<file path="src/rtl/sc_config_commit.sv">
// Staged sc_config write commit: entries queue in IDLE, arm on commit, drain as Avalon-MM writes on a frame pulse.
// Latency: first write in the cycle after frame_start_i; one write per cycle, done_o one cycle after the last write.
// Backpressure: m_waitrequest_n_i=0 holds the current write; stg_full_o rejects pushes. Watchdog: SC_CONFIG_COMMIT_WATCHDOG_EN.

module sc_config_commit_fifo #(
    parameter int WIDTH = 46,
    parameter int DEPTH = 16
) (
    input  logic                     clk_i,
    input  logic                     rst_ni,
    input  logic                     clr,
    input  logic                     push,
    input  logic [WIDTH-1:0]         push_dat,
    input  logic                     pop,
    output logic [WIDTH-1:0]         head_dat,
    output logic [$clog2(DEPTH):0]   level
);
    localparam int AW = $clog2(DEPTH);
    localparam logic [AW:0] PTR_ONE = 1;

    logic [WIDTH-1:0] mem [DEPTH];
    logic [AW:0]      wr_ptr;
    logic [AW:0]      rd_ptr;

    always_ff @(posedge clk_i or negedge rst_ni) begin
        if (!rst_ni) begin
            wr_ptr <= '0;
            rd_ptr <= '0;
        end else if (clr) begin
            wr_ptr <= '0;
            rd_ptr <= '0;
        end else begin
            if (push) wr_ptr <= wr_ptr + PTR_ONE;
            if (pop)  rd_ptr <= rd_ptr + PTR_ONE;
        end
    end

    always_ff @(posedge clk_i) begin
        if (push && !clr) mem[wr_ptr[AW-1:0]] <= push_dat;
    end

    assign head_dat = mem[rd_ptr[AW-1:0]];
    assign level    = wr_ptr - rd_ptr;
endmodule

module sc_config_commit #(
    parameter int DEPTH          = 16,
    parameter int TIMEOUT_CYCLES = 1048576
) (
    input  logic                     clk_i,
    input  logic                     rst_ni,
    input  logic [9:0]               stg_addr_i,
    input  logic [31:0]              stg_data_i,
    input  logic [3:0]               stg_be_i,
    input  logic                     stg_push_i,
    output logic                     stg_full_o,
    output logic [$clog2(DEPTH):0]   stg_level_o,
    input  logic                     commit_req_i,
    input  logic                     flush_i,
    input  logic                     frame_start_i,
    output logic                     busy_o,
    output logic                     done_o,
    output logic                     overflow_o,
    output logic                     timeout_o,
    output logic [9:0]               m_address_o,
    output logic [31:0]              m_writedata_o,
    output logic [3:0]               m_byteenable_o,
    output logic                     m_write_o,
    output logic                     m_chipselect_o,
    input  logic                     m_waitrequest_n_i
);
    localparam int LW = $clog2(DEPTH) + 1;

    if (DEPTH < 4 || DEPTH > 64 || (DEPTH & (DEPTH - 1)) != 0 || TIMEOUT_CYCLES < 1) begin : g_bad_param
        $error("sc_config_commit: illegal DEPTH or TIMEOUT_CYCLES");
    end

    typedef struct packed {
        logic [9:0]  addr;
        logic [31:0] data;
        logic [3:0]  be;
    } stg_entry_t;

    typedef enum logic [1:0] {S_IDLE, S_ARMED, S_DRAIN, S_DONE} state_t;

    state_t     state;
    state_t     state_nxt;
    stg_entry_t push_ent;
    stg_entry_t head_ent;
    logic       push_acc;
    logic       pop;
    logic       flush_eff;
    logic       wd_hit;
    logic       ovf_q;

    assign push_ent  = '{addr: stg_addr_i, data: stg_data_i, be: stg_be_i};
    assign flush_eff = flush_i && (state == S_IDLE || state == S_ARMED);
    assign stg_full_o = (stg_level_o == LW'(DEPTH)) || (state != S_IDLE);
    assign push_acc  = stg_push_i && !stg_full_o && !flush_eff;
    assign pop       = (state == S_DRAIN) && m_waitrequest_n_i;

    sc_config_commit_fifo #(
        .WIDTH ($bits(stg_entry_t)),
        .DEPTH (DEPTH)
    ) u_fifo (
        .clk_i    (clk_i),
        .rst_ni   (rst_ni),
        .clr      (flush_eff),
        .push     (push_acc),
        .push_dat (push_ent),
        .pop      (pop),
        .head_dat (head_ent),
        .level    (stg_level_o)
    );

`ifdef SC_CONFIG_COMMIT_WATCHDOG_EN
    localparam int WDW = $clog2(TIMEOUT_CYCLES + 1);
    localparam logic [WDW-1:0] WD_ONE  = 1;
    localparam logic [WDW-1:0] WD_LAST = WDW'(TIMEOUT_CYCLES - 1);

    logic [WDW-1:0] wd_cnt;
    logic           tmo_q;

    // Counter sits at zero outside ARMED, so it restarts on every ARMED entry.
    always_ff @(posedge clk_i or negedge rst_ni) begin
        if (!rst_ni) begin
            wd_cnt <= '0;
            tmo_q  <= 1'b0;
        end else begin
            wd_cnt <= (state == S_ARMED && state_nxt == S_ARMED) ? wd_cnt + WD_ONE : '0;
            if (flush_eff)
                tmo_q <= 1'b0;
            else if (wd_hit && !frame_start_i)
                tmo_q <= 1'b1;
        end
    end

    assign wd_hit    = (state == S_ARMED) && (wd_cnt == WD_LAST);
    assign timeout_o = tmo_q;
`else
    assign wd_hit    = 1'b0;
    assign timeout_o = 1'b0;
`endif

    always_ff @(posedge clk_i or negedge rst_ni) begin
        if (!rst_ni) begin
            state <= S_IDLE;
            ovf_q <= 1'b0;
        end else begin
            state <= state_nxt;
            if (flush_eff)
                ovf_q <= 1'b0;
            else if (stg_push_i && stg_full_o)
                ovf_q <= 1'b1;
        end
    end

    always_comb begin
        state_nxt = state;
        case (state)
            S_IDLE: begin
                if (flush_i)
                    state_nxt = S_IDLE;
                else if (commit_req_i)
                    state_nxt = (stg_level_o != '0 || push_acc) ? S_ARMED : S_DONE;
            end
            S_ARMED: begin
                if (flush_i)
                    state_nxt = S_IDLE;
                else if (frame_start_i || wd_hit)
                    state_nxt = S_DRAIN;
            end
            S_DRAIN: begin
                if (pop && stg_level_o == LW'(1))
                    state_nxt = S_DONE;
            end
            default: state_nxt = S_IDLE;
        endcase
    end

    // Master fields are masked to zero outside DRAIN so stale FIFO contents never leak.
    assign m_write_o      = (state == S_DRAIN);
    assign m_chipselect_o = m_write_o;
    assign m_address_o    = m_write_o ? head_ent.addr : '0;
    assign m_writedata_o  = m_write_o ? head_ent.data : '0;
    assign m_byteenable_o = m_write_o ? head_ent.be   : '0;

    assign busy_o     = (state == S_ARMED) || (state == S_DRAIN);
    assign done_o     = (state == S_DONE);
    assign overflow_o = ovf_q;
endmodule
</file>
<file path="config.mk">
export PLATFORM = sky130hd
export DESIGN_NAME = sc_config_commit
export DESIGN_NICKNAME = d
export VERILOG_FILES = /design/src/rtl/sc_config_commit.sv
export SDC_FILE = /design/constraint.sdc
export NUM_CORES = 1
export LEC_CHECK = 0
export BUFFER_PORTS_ARGS = -buffer_cell sky130_fd_sc_hd__clkbuf_2
export CORE_ASPECT_RATIO = 1.4
export CORE_UTILIZATION = 44
export DETAILED_ROUTE_END_ITERATION = 8
export GPL_ROUTABILITY_DRIVEN = 1
export HOLD_SLACK_MARGIN = 0.08
export PLACE_DENSITY = 0.66
export SKIP_LAST_GASP = 1
export SLEW_MARGIN = 20
export SYNTH_ARGS = -nofsm -noshare
export SYNTH_HDL_FRONTEND = slang
export SYNTH_SLANG_ARGS = --single-unit
</file>
<file path="constraint.sdc">
create_clock -name clk_i -period 18.1 [get_ports clk_i]
set_input_delay 1.81 -clock clk_i [delete_from_list [all_inputs] [get_ports clk_i]]
set_output_delay 1.81 -clock clk_i [all_outputs]
set_load 0.05 [all_outputs]
</file>
Yosys cells after proc, flatten, opt, wreduce, memory -nomap -nowiden

Memories as Yosys holds them, arrays and structs flattened.
Index checks and enable logic that the tools add are counted.

Register bits: 13
Memory bits (writable): 736
Input bits: 53
Output and inout port bits: 58
Logic and storage cells: 54
Memories: 1

$add $sub $neg: 3
Equality and inequality tests: 8
Multiplexer cells: 18
Reduce and logical (&&, ||, !) cells: 20

Memory list:

| memory     | depth | bits a word | read ports | clocked after memory_dff | write ports | line | RTL |
|---|---|---|---|---|---|---|---|
| u_fifo.mem | 16    | 46          | 1          | 0                        | 1           | 21   | `logic [WIDTH-1:0] mem [DEPTH];` |

Operator list:

| operator              | number |
|---|---|
| $mux W32              | 1 |
| $mux W5               | 4 |
| $mux W2               | 6 |
| $add A5 B1 Y5 const B | 2 |
| $mux W10              | 1 |
| $reduce_bool A2 Y1    | 4 |
| $logic_and A1 B1 Y1   | 7 |
| $ne A3 B3 Y1 const B  | 2 |
| $pmux W2 S3           | 1 |
| $eq A5 B1 Y1 const B  | 1 |
| $eq A5 B5 Y1 const B  | 1 |
| $reduce_bool A5 Y1    | 1 |
| $sub A5 B5 Y5         | 1 |
| $eq A2 B2 Y1 const B  | 2 |
| $logic_or A1 B1 Y1    | 4 |
| $mux W1               | 4 |
| $mux W4               | 1 |
| $reduce_and A3 Y1     | 1 |
| $eq A2 B1 Y1 const B  | 1 |
| $logic_not A1 Y1      | 2 |
| $logic_not A2 Y1      | 1 |
| $ne A2 B1 Y1 const B  | 1 |

Depth between registers and ports, before layout

Gate-level depths: netlist of run 1.

Depth after elaboration: 11
Gate-level depth with buffers: 12
Gate-level depth less buffers: 9

Hierarchy

From an unflattened synthesis of run 1, not the netlist that was laid out.

Cells, all modules: 1400
Area, all modules: 29520.8 um2

By module, submodules not included:

| module                | instances | cells an instance | area each (um2) | seq. area each (um2) |
|---|---|---|---|---|
| sc_config_commit_fifo | 1         | 1313              | 28916.5         | 22351.4 |
| sc_config_commit      | 1         | 87                | 604.3           | 75.1 |

Worst setup path before layout of run 1

Ideal clock, no wire load.

Path kind: reg2reg
Start: register u_fifo.rd_ptr[1]
End: memory u_fifo.mem[8][0], enable pin
Setup time: 0.581 ns
Data arrival time: 7.802 ns
Required time: 17.519 ns
Slack: 9.717 ns
Stages on the path, launching flop included: 12
Path buffers: 4
Clock period less this slack: 8.383 ns
Cells stage by stage: dfrtp_1 -> buf_2 -> clkbuf_1 -> buf_1 -> inv_1 -> ha_1 -> nand3b_1 -> nand2_1 -> xor2_1 -> nor3_2 -> clkbuf_1 -> nor4b_1

Word-level cells in the longest chain between the ends: 9

Ends and longest elaborated chain:

| what                             | line | RTL |
|---|---|---|
| start: declaration               | 23   | `logic [AW:0] rd_ptr;` |
| start signal: assignment         | 34   | `if (pop) rd_ptr <= rd_ptr + PTR_ONE;` |
| $sub A5 B5 Y5                    | 43   | `assign level = wr_ptr - rd_ptr;` |
| via stg_level_o[3]               | 57   | `output logic [$clog2(DEPTH):0] stg_level_o,` |
| $eq A5 B5 Y1                     | 98   | `assign stg_full_o = (stg_level_o == LW'(DEPTH)) \|\| (state != S_IDLE);` |
| $logic_or A1 B1 Y1               | 98   |  |
| $logic_not A1 Y1                 | 99   | `assign push_acc = stg_push_i && !stg_full_o && !flush_eff;` |
| $logic_and A1 B1 Y1 (2 in a row) | 99   |  |
| $logic_and A1 B1 Y1              | 39   | `if (push && !clr) mem[wr_ptr[AW-1:0]] <= push_dat;` |
| $mux W1                          | 39   |  |
| $mux W1 (implied by the code)    | 39   |  |
| end: declaration                 | 21   |  |

The timed path passes the listed nets, and every way through them passes these cells.

Worst setup path in the final report of run 1

Start: register u_fifo.rd_ptr[0]
End: output m_writedata_o[18]

Word-level cells in the longest chain between the ends: 2

Ends and longest elaborated chain:

| what             | line | RTL |
|---|---|---|
| $mem_v2 Z16 W46  | --   |  |
| $mux W32         | 185  | `assign m_writedata_o = m_write_o ? head_ent.data : '0;` |
| end: declaration | 66   | `output logic [31:0] m_writedata_o,` |

Every way passes these cells.

==> out/qor.yml, run 1 <==
outcome:
  outcome: "finished, final reports clean"
sta:
  finalCriticalPeriod_ns: 6.60
  tns_ns: 0
  setup_viol: 0
  finalCritPeriodShare_pct: 36.5
  final-hold-violation-count: 0
  max_slew_margin_pct: 29.7
  max_freq_ghz: 0.151
  skew_ns: 0.0175
  rsz0062_at_grt: "no"
  finalMaxSlewViolations: 0
  whs_ns: 0.504
  tightest_slew_ns: 1.05
synth:
  yosysSeqAreaShare_pct: 77.3
  synth_fa_ha_area_share_pct: 0.629
  synth_warnings: 0
  synth_top_family_by_area: "multiplexers"
  synth_area_um2: 29000
  ys_seq_elements: 749
  synthSimpleGateAreaFrac_pct: 2.09
  syn_inst: 1205
  synth.net_count: 1272
  synth.area.mux_share_pct: 17.9
  synth_compound_area_share_pct: 0.431
  synth-edff-count: 736
  synth_xor_area_share_pct: 0.267
  synthesis.area_per_instance_um2: 24.1
  ys_types: 42
  async_reset_ff_share_pct: 1.74
  synth_flop_cell: "edfxtp_1"
placed_design:
  dpl.hpwl_um: 29300
  portBuffers: 109
  place_congestion: 0.713
clocking:
  root_buffer: "clkbuf_16"
  clkSlewWorstSetupHoldPaths_ns: 0.07
  numCtsBuffers: 66
  hold_buffers: 0
  post_cts_resized: 0
  cts_max_level: 3
  cts_tree: "done"
  clkLatencyLatePin_ns: 0.59
  clock_sinks: 749
  clk_path_buf_depth: 3
  cts_setup_buffers: 0
flow_run:
  cap_violations: 0
pwr:
  p_seq_share_pct: 46.8
  p_switching_uw: 1150
  pwr-share-comb_pct: 21.9
  p_sw_share_pct: 27.3
  p_int_uw: 3070
  vdd_drop_max_uv: 166
  powerDensity_nw_per_um2: 129
  clkPwrFrac_pct: 31.3
  p_leak_uw: 0.0102
die:
  io_pins: 111
  initial_utilization_pct: 44.4
  die_height_um: 306
  num_rows: 111
  coreArea_um2: 65400
  dieArea_um2: 67000
  die_w_um: 219
drt:
  initialDrtViolationCount: 1128
  firstDrtPassIters: 5
  vias: 13000
  wl_um: 61900
  post_drt_via_cell_ratio: 5.81
  ant_nets: 0
  drt_drc_violations_left: 0
  wl_per_cell_um: 27.6
layout:
  fill_cells: 5033
  layout-drive-gt1-share_pct: 34.8
  finalNetCount: 1416
  area_delta_synth_final_pct: 12.6
grt:
  grt_overflow_total: 0
  antenna_found_initial: 3
  gr-usage-met3_pct: 2.82
  grt_util_met2_pct: 32.0
  grt_max_degree: 185
  grt_use_total_pct: 18.9
  top_usage_layer: "met2"
  grt_pass1_vias: 13700
  use_met1_pct: 25.5
  grt_pass1_wl_um: 90700
worst_setup_path:
  worst_setup_path_end_kind: "output port"
  crit_type: "flip-flop to output port"
  startpoint_type: "flip-flop"
  crit_fanout: 115
  worstPathRequired_ns: 16.29
  slowest_stage: "buf_4"
  path_common_cell: "mux4_2"
  r2r_cells: 10
  crit_arrival_ns: 4.79
  cp_slowest_stage_delay_ns: 0.87
  path_cells: "buf_12 > buf_4 > mux4_2 > mux4_2 > and2_1 > clkbuf_2"
worst_hold_path:
  holdPathStages: 1
  hold_class: "flip-flop to flip-flop"
==> routing by layer <==
| layer | part of all wire [%] | routed length (µm) |
|---|---|---|
| met1 | 41 | 25400 |
| met2 | 52 | 32000 |
| met3 | 5.5 | 3380 |
| met4 | 1.8 | 1110 |
| met5 | 0.052 | 32 |
==> cell usage after synthesis, types with 2 or more instances <==
library cell,n,area [µm²]
xnor2_1,4,35.0
buf_4,12,90.1
or3_1,3,18.8
nor4b_1,8,70.1
nand4_1,3,18.8
nand2b_1,3,18.8
nor3_1,4,20.0
ha_1,13,163
buf_2,6,30.0
nand2_1,11,41.3
dfrtp_1,13,325
nand3b_1,2,15.0
clkbuf_1,34,128
a21oi_1,9,45.0
edfxtp_1,736,22100
and2_1,48,300
inv_1,13,48.8
nor2_1,9,33.8
o22ai_1,2,12.5
xor2_1,3,26.3
or4_1,2,15.0
o21ai_1,4,20.0
buf_1,5,18.8
buf_6,7,78.8
nor4_1,4,25.0
mux4_2,230,5180
inv_2,2,7.51
==> registers in the layout, indices dropped and copies added (netlist names) <==
name,cells
overflow_o,1
state,2
u_fifo.mem,736
u_fifo.rd_ptr,5
u_fifo.wr_ptr,5
==> area by class of cell <==
| class | count | area (µm²) | share of cell area (%) |
|---|---|---|---|
| clock buffers | 78 | 1760 | 5.39 |
| multi-input cells | 377 | 6300 | 19.3 |
| well taps | 847 | 1060 | 3.24 |
| flip-flops and latches | 749 | 22400 | 68.7 |
| diodes | 1 | 2.50 | 0.00766 |
| clock inverters | 37 | 235 | 0.720 |
| inverters | 15 | 58.8 | 0.180 |
| repair buffers | 140 | 823 | 2.52 |
==> cell usage in the layout (no fill, tap or decap), types with 2 or more instances in the layout <==
cell | netlist | final
edfxtp_1 | 736 | 736
mux4_2 | 230 | 230
clkbuf_2 | 0 | 109
clkbuf_16 | 0 | 69
and2_1 | 48 | 48
buf_4 | 12 | 28
clkinv_1 | 0 | 16
inv_1 | 13 | 13
clkinv_2 | 0 | 13
ha_1 | 13 | 12
nand2_1 | 11 | 11
dfrtp_1 | 13 | 10
a21oi_1 | 9 | 9
nor2_1 | 9 | 9
clkbuf_1 | 34 | 9
nor4b_2 | 0 | 8
xnor2_1 | 4 | 4
nor3_2 | 1 | 4
nor4_2 | 0 | 4
o21ai_1 | 4 | 4
xor2_1 | 3 | 3
nand2b_1 | 3 | 3
nand4_1 | 3 | 3
or3_1 | 3 | 3
inv_6 | 0 | 3
nand3b_1 | 2 | 2
o22ai_1 | 2 | 2
or4_1 | 2 | 2
clkinvlp_4 | 0 | 2
bufinv_16 | 0 | 2
buf_12 | 0 | 2
dfrtp_4 | 0 | 2
==> stage by stage <==
stage | worst slack (ns) | power (µW) | utilization [%] | cell area (µm²) | cells
final | 11.50 | 4220 | 50.0 | 32700 | 2244
after global routing | 11.15 | 4370 | 50.0 | 32700 | 2244
after CTS | 11.35 | 4270 | 49.9 | 32600 | 2242
after detailed placement | 12.00 | 2950 | 46.9 | 30700 | 2127
after global placement | 12.02 | 2940 | 46.9 | 30700 | 2127
after floorplan | 9.72 | 2750 | - | 29000 | 1205
==> worst max-delay path: cells and delay by family, from the launching register on <==
family | cells | cell delay [ns]
buffers and inverters | 3 | 1.85
DFF | 1 | 0.79
muxes | 2 | 1.08
and+or+nand+nor | 1 | 0.21
==> logic make-up (layout without fill, tap and decap cells) <==
| logic type | Yosys count | count (layout) |
|---|---|---|
| AOI/OAI and AO/OA | 21 | 21 |
| xor gates and xnor gates | 8 | 8 |
| buffers and inverters | 79 | 270 |
| other | 1 | 2 |
| muxes | 232 | 232 |
| DFF | 749 | 749 |
| and+or+nand+nor | 101 | 101 |
| adders and majority gates | 14 | 14 |
==> worst paths after layout <==
kind / startpoint / to / slack [ns]
worst min register to register: overflow_o$_DFFE_PN0P_ / overflow_o$_DFFE_PN0P_ / 0.50
worst min-delay path: overflow_o$_DFFE_PN0P_ / overflow_o$_DFFE_PN0P_ / 0.50
min in group asynchronous: rst_ni / overflow_o$_DFFE_PN0P_ / 1.11
worst max-delay path: u_fifo.rd_ptr[0]$_DFFE_PN0P_ / m_writedata_o[18] / 11.50
max in group asynchronous: rst_ni / u_fifo.rd_ptr[1]$_DFFE_PN0P_ / 16.69
worst max register to register: u_fifo.rd_ptr[2]$_DFFE_PN0P_ / u_fifo.mem[8][15]$_DFFE_PP_ / 13.70
==> power by group through the flow <==
stage / logic, µW / registers, µW / clock network, µW
floorplan: 746 / 2000 / 0
global placement: 930 / 2010 / 0
detailed placement: 939 / 2010 / 0
CTS: 942 / 1980 / 1350
global route: 986 / 1980 / 1410
finish: 924 / 1980 / 1320
Note: power is estimated with default switching activity, not from simulation.
==> inputs of run 2 (changes only) <==
clock period = 6.7 ns   (was 18.1 ns; I/O delays follow)
==> out/qor.yml, run 2 (synthesis results as in run 1) <==
outcome:
  outcome: "finished, final reports clean"  # unchanged
grt:
  grt_pass1_vias: 13600  # was 13.7k
  grt_overflow_total: 0  # unchanged
  antenna_found_initial: 5  # was 3
  grt_use_total_pct: 18.8  # was 18.9%
  grt_max_degree: 101  # was 185
  grt_pass1_wl_um: 90100  # was 90700 µm
layout:
  largest_register_ffs: 736  # unchanged
  fin_area_um2: 32800  # was 32700 µm²
  multi_input_area_um2: 6300  # unchanged
  layout-drive-gt1-share_pct: 34.8  # about the same
  area_delta_synth_final_pct: 13.0  # was 12.6%
  layout.cells.non_filler: 2254  # was 2244
  final_cell_mix: "736 x edfxtp_1, 230 x mux4_2, 109 x clkbuf_2"  # unchanged
  regArea_um2: 22400  # unchanged
  fill_cells: 5015  # was 5033
  finalNetCount: 1420  # was 1416
  final_common_cell: "edfxtp_1"  # unchanged
sta:
  setup_viol: 0  # unchanged
  skew_ns: 0.0240  # was 0.0175 ns
  max_slew_margin_pct: 29.4  # was 29.7%
  max_freq_ghz: 0.202
  finalCriticalPeriod_ns: 4.96
  finalCritPeriodShare_pct: 74.0
  whs_ns: 0.453  # was 0.504 ns
  finalMaxSlewViolations: 0  # unchanged
  tightest_slew_ns: 1.06  # was 1.05 ns
  final-hold-violation-count: 0  # unchanged
  rsz0062_at_grt: "no"  # unchanged
  tns_ns: 0  # unchanged
drt:
  firstDrtPassIters: 5  # unchanged
  post_drt_via_cell_ratio: 5.79  # was 5.81
  initialDrtViolationCount: 1244  # was 1128
  vias: 13100  # was 13.0k
  ant_nets: 0  # unchanged
  wl_um: 61600  # was 61900 µm
  drt_drc_violations_left: 0  # unchanged
  wl_per_cell_um: 27.3  # was 27.6 µm
die:
  dieArea_um2: 67000  # unchanged
  initial_utilization_pct: 44.4  # unchanged
  die_w_um: 219  # unchanged
  io_pins: 111  # unchanged
  num_rows: 111  # unchanged
  coreArea_um2: 65400  # unchanged
  die_height_um: 306  # unchanged
pwr:
  vdd_drop_max_uv: 340  # was 166 µV
  powerDensity_nw_per_um2: 352  # was 129 nW/µm²
  power.total_uw: 11600  # was 4220 µW
  p_leak_uw: 0.0102  # about the same
clocking:
  cts_max_level: 3  # unchanged
  clk_path_buf_depth: 3  # unchanged
  clock_sinks: 749  # unchanged
  numCtsBuffers: 67  # was 66
  cts_tree: "done"  # unchanged
  clkLatencyLatePin_ns: 0.61  # was 0.59 ns
  clkSlewWorstSetupHoldPaths_ns: 0.06  # was 0.07 ns
  root_buffer: "clkbuf_16"  # unchanged
placed_design:
  placed_area_um2: 30600  # was 30700 µm²
  dpl.cell_count: 2128  # was 2127
  place_congestion: 0.733  # was 0.713
  portBuffers: 109  # unchanged
  dpl.hpwl_um: 29600  # was 29300 µm
worst_setup_path:
  crit_fanout: 44  # was 115
  worst_setup_path_end_kind: "output port"  # unchanged
  crit_type: "flip-flop to output port"  # unchanged
  worstPathRequired_ns: 6.03  # was 16.29 ns
  crit_arrival_ns: 4.29  # was 4.79 ns
  startpoint_type: "flip-flop"  # unchanged
worst_hold_path:
  hold_class: "primary input to flip-flop"  # was flip-flop to flip-flop
flow_run:
  cap_violations: 0  # unchanged
run 2: cell count changes in the layout (fill, tap and decap cells not counted), sizes merged, moves of 2 or more:
cell	change
clkbuf	+10
clkinv	-8
buf	+2
bufinv	+2
inv	+2
run 2: final timing paths:
kind                                                endpoint  slack, ns                          from  cells past startpoint
worst min register to register        overflow_o$_DFFE_PN0P_       0.52        overflow_o$_DFFE_PN0P_                      1
min in group asynchronous       u_fifo.rd_ptr[0]$_DFFE_PN0P_       0.49                        rst_ni                      2
worst max-delay path                       m_writedata_o[30]       1.74  u_fifo.rd_ptr[1]$_DFFE_PN0P_                      6
worst min-delay path            u_fifo.mem[14][42]$_DFFE_PP_       0.45                 stg_addr_i[6]                      1
max in group asynchronous       u_fifo.rd_ptr[1]$_DFFE_PN0P_       5.92                        rst_ni                      2
worst max register to register   u_fifo.mem[6][11]$_DFFE_PP_       2.96  u_fifo.rd_ptr[0]$_DFFE_PN0P_                      9
run 2: layer usage:
| metal | global-route usage, % | vias up | share of wire (%) |
|---|---|---|---|
| met4 | 5.47 | 6 | 1.9 |
| met1 | 25.2 | 7074 | 40 |
| met3 | 2.98 | 88 | 6.3 |
| met5 | 0 | - | 0.063 |
| met2 | 31.8 | 448 | 52 |
| li1 | - | 5438 | - |
run 2: through the flow:
step	worst slack, ns	utilization (%)
2_1_floorplan	-1.68	-
6_report	1.74	50.1
3_3_place_gp	2.35	46.9
4_1_cts	1.68	50.1
3_5_place_dp	2.34	46.9
5_1_grt	1.62	50.1
run 2: worst max-delay path, cell delays in order, from the launching register on:
cell and delay [ns]:
dfrtp_4 0.89, buf_4 0.70, buf_4 0.66, mux4_2 0.41
mux4_2 0.47, and2_1 0.19, clkbuf_2 0.26
run 2: area by class of cell:
type	instances	area share (%)
clock inverter	34	0.927
sequential	749	68.4
timing repair buffer	143	2.55
tap	847	3.23
inverter	15	0.179
antenna	1	0.00763
clock buffer	88	5.48
multi-input combinational	377	19.2
run 2: where the power goes:
part	switching, µW	internal [µW]
Sequential	98.5	5260
Combinational	1410	1090
Clock	1640	2070
run 2: what timing repair did:
action,in CTS,in global routing
hold buffers,1,0
hold endpoints to repair,13,0
setup buffers,0,0
setup endpoints to repair,0,0
resized for setup,0,0
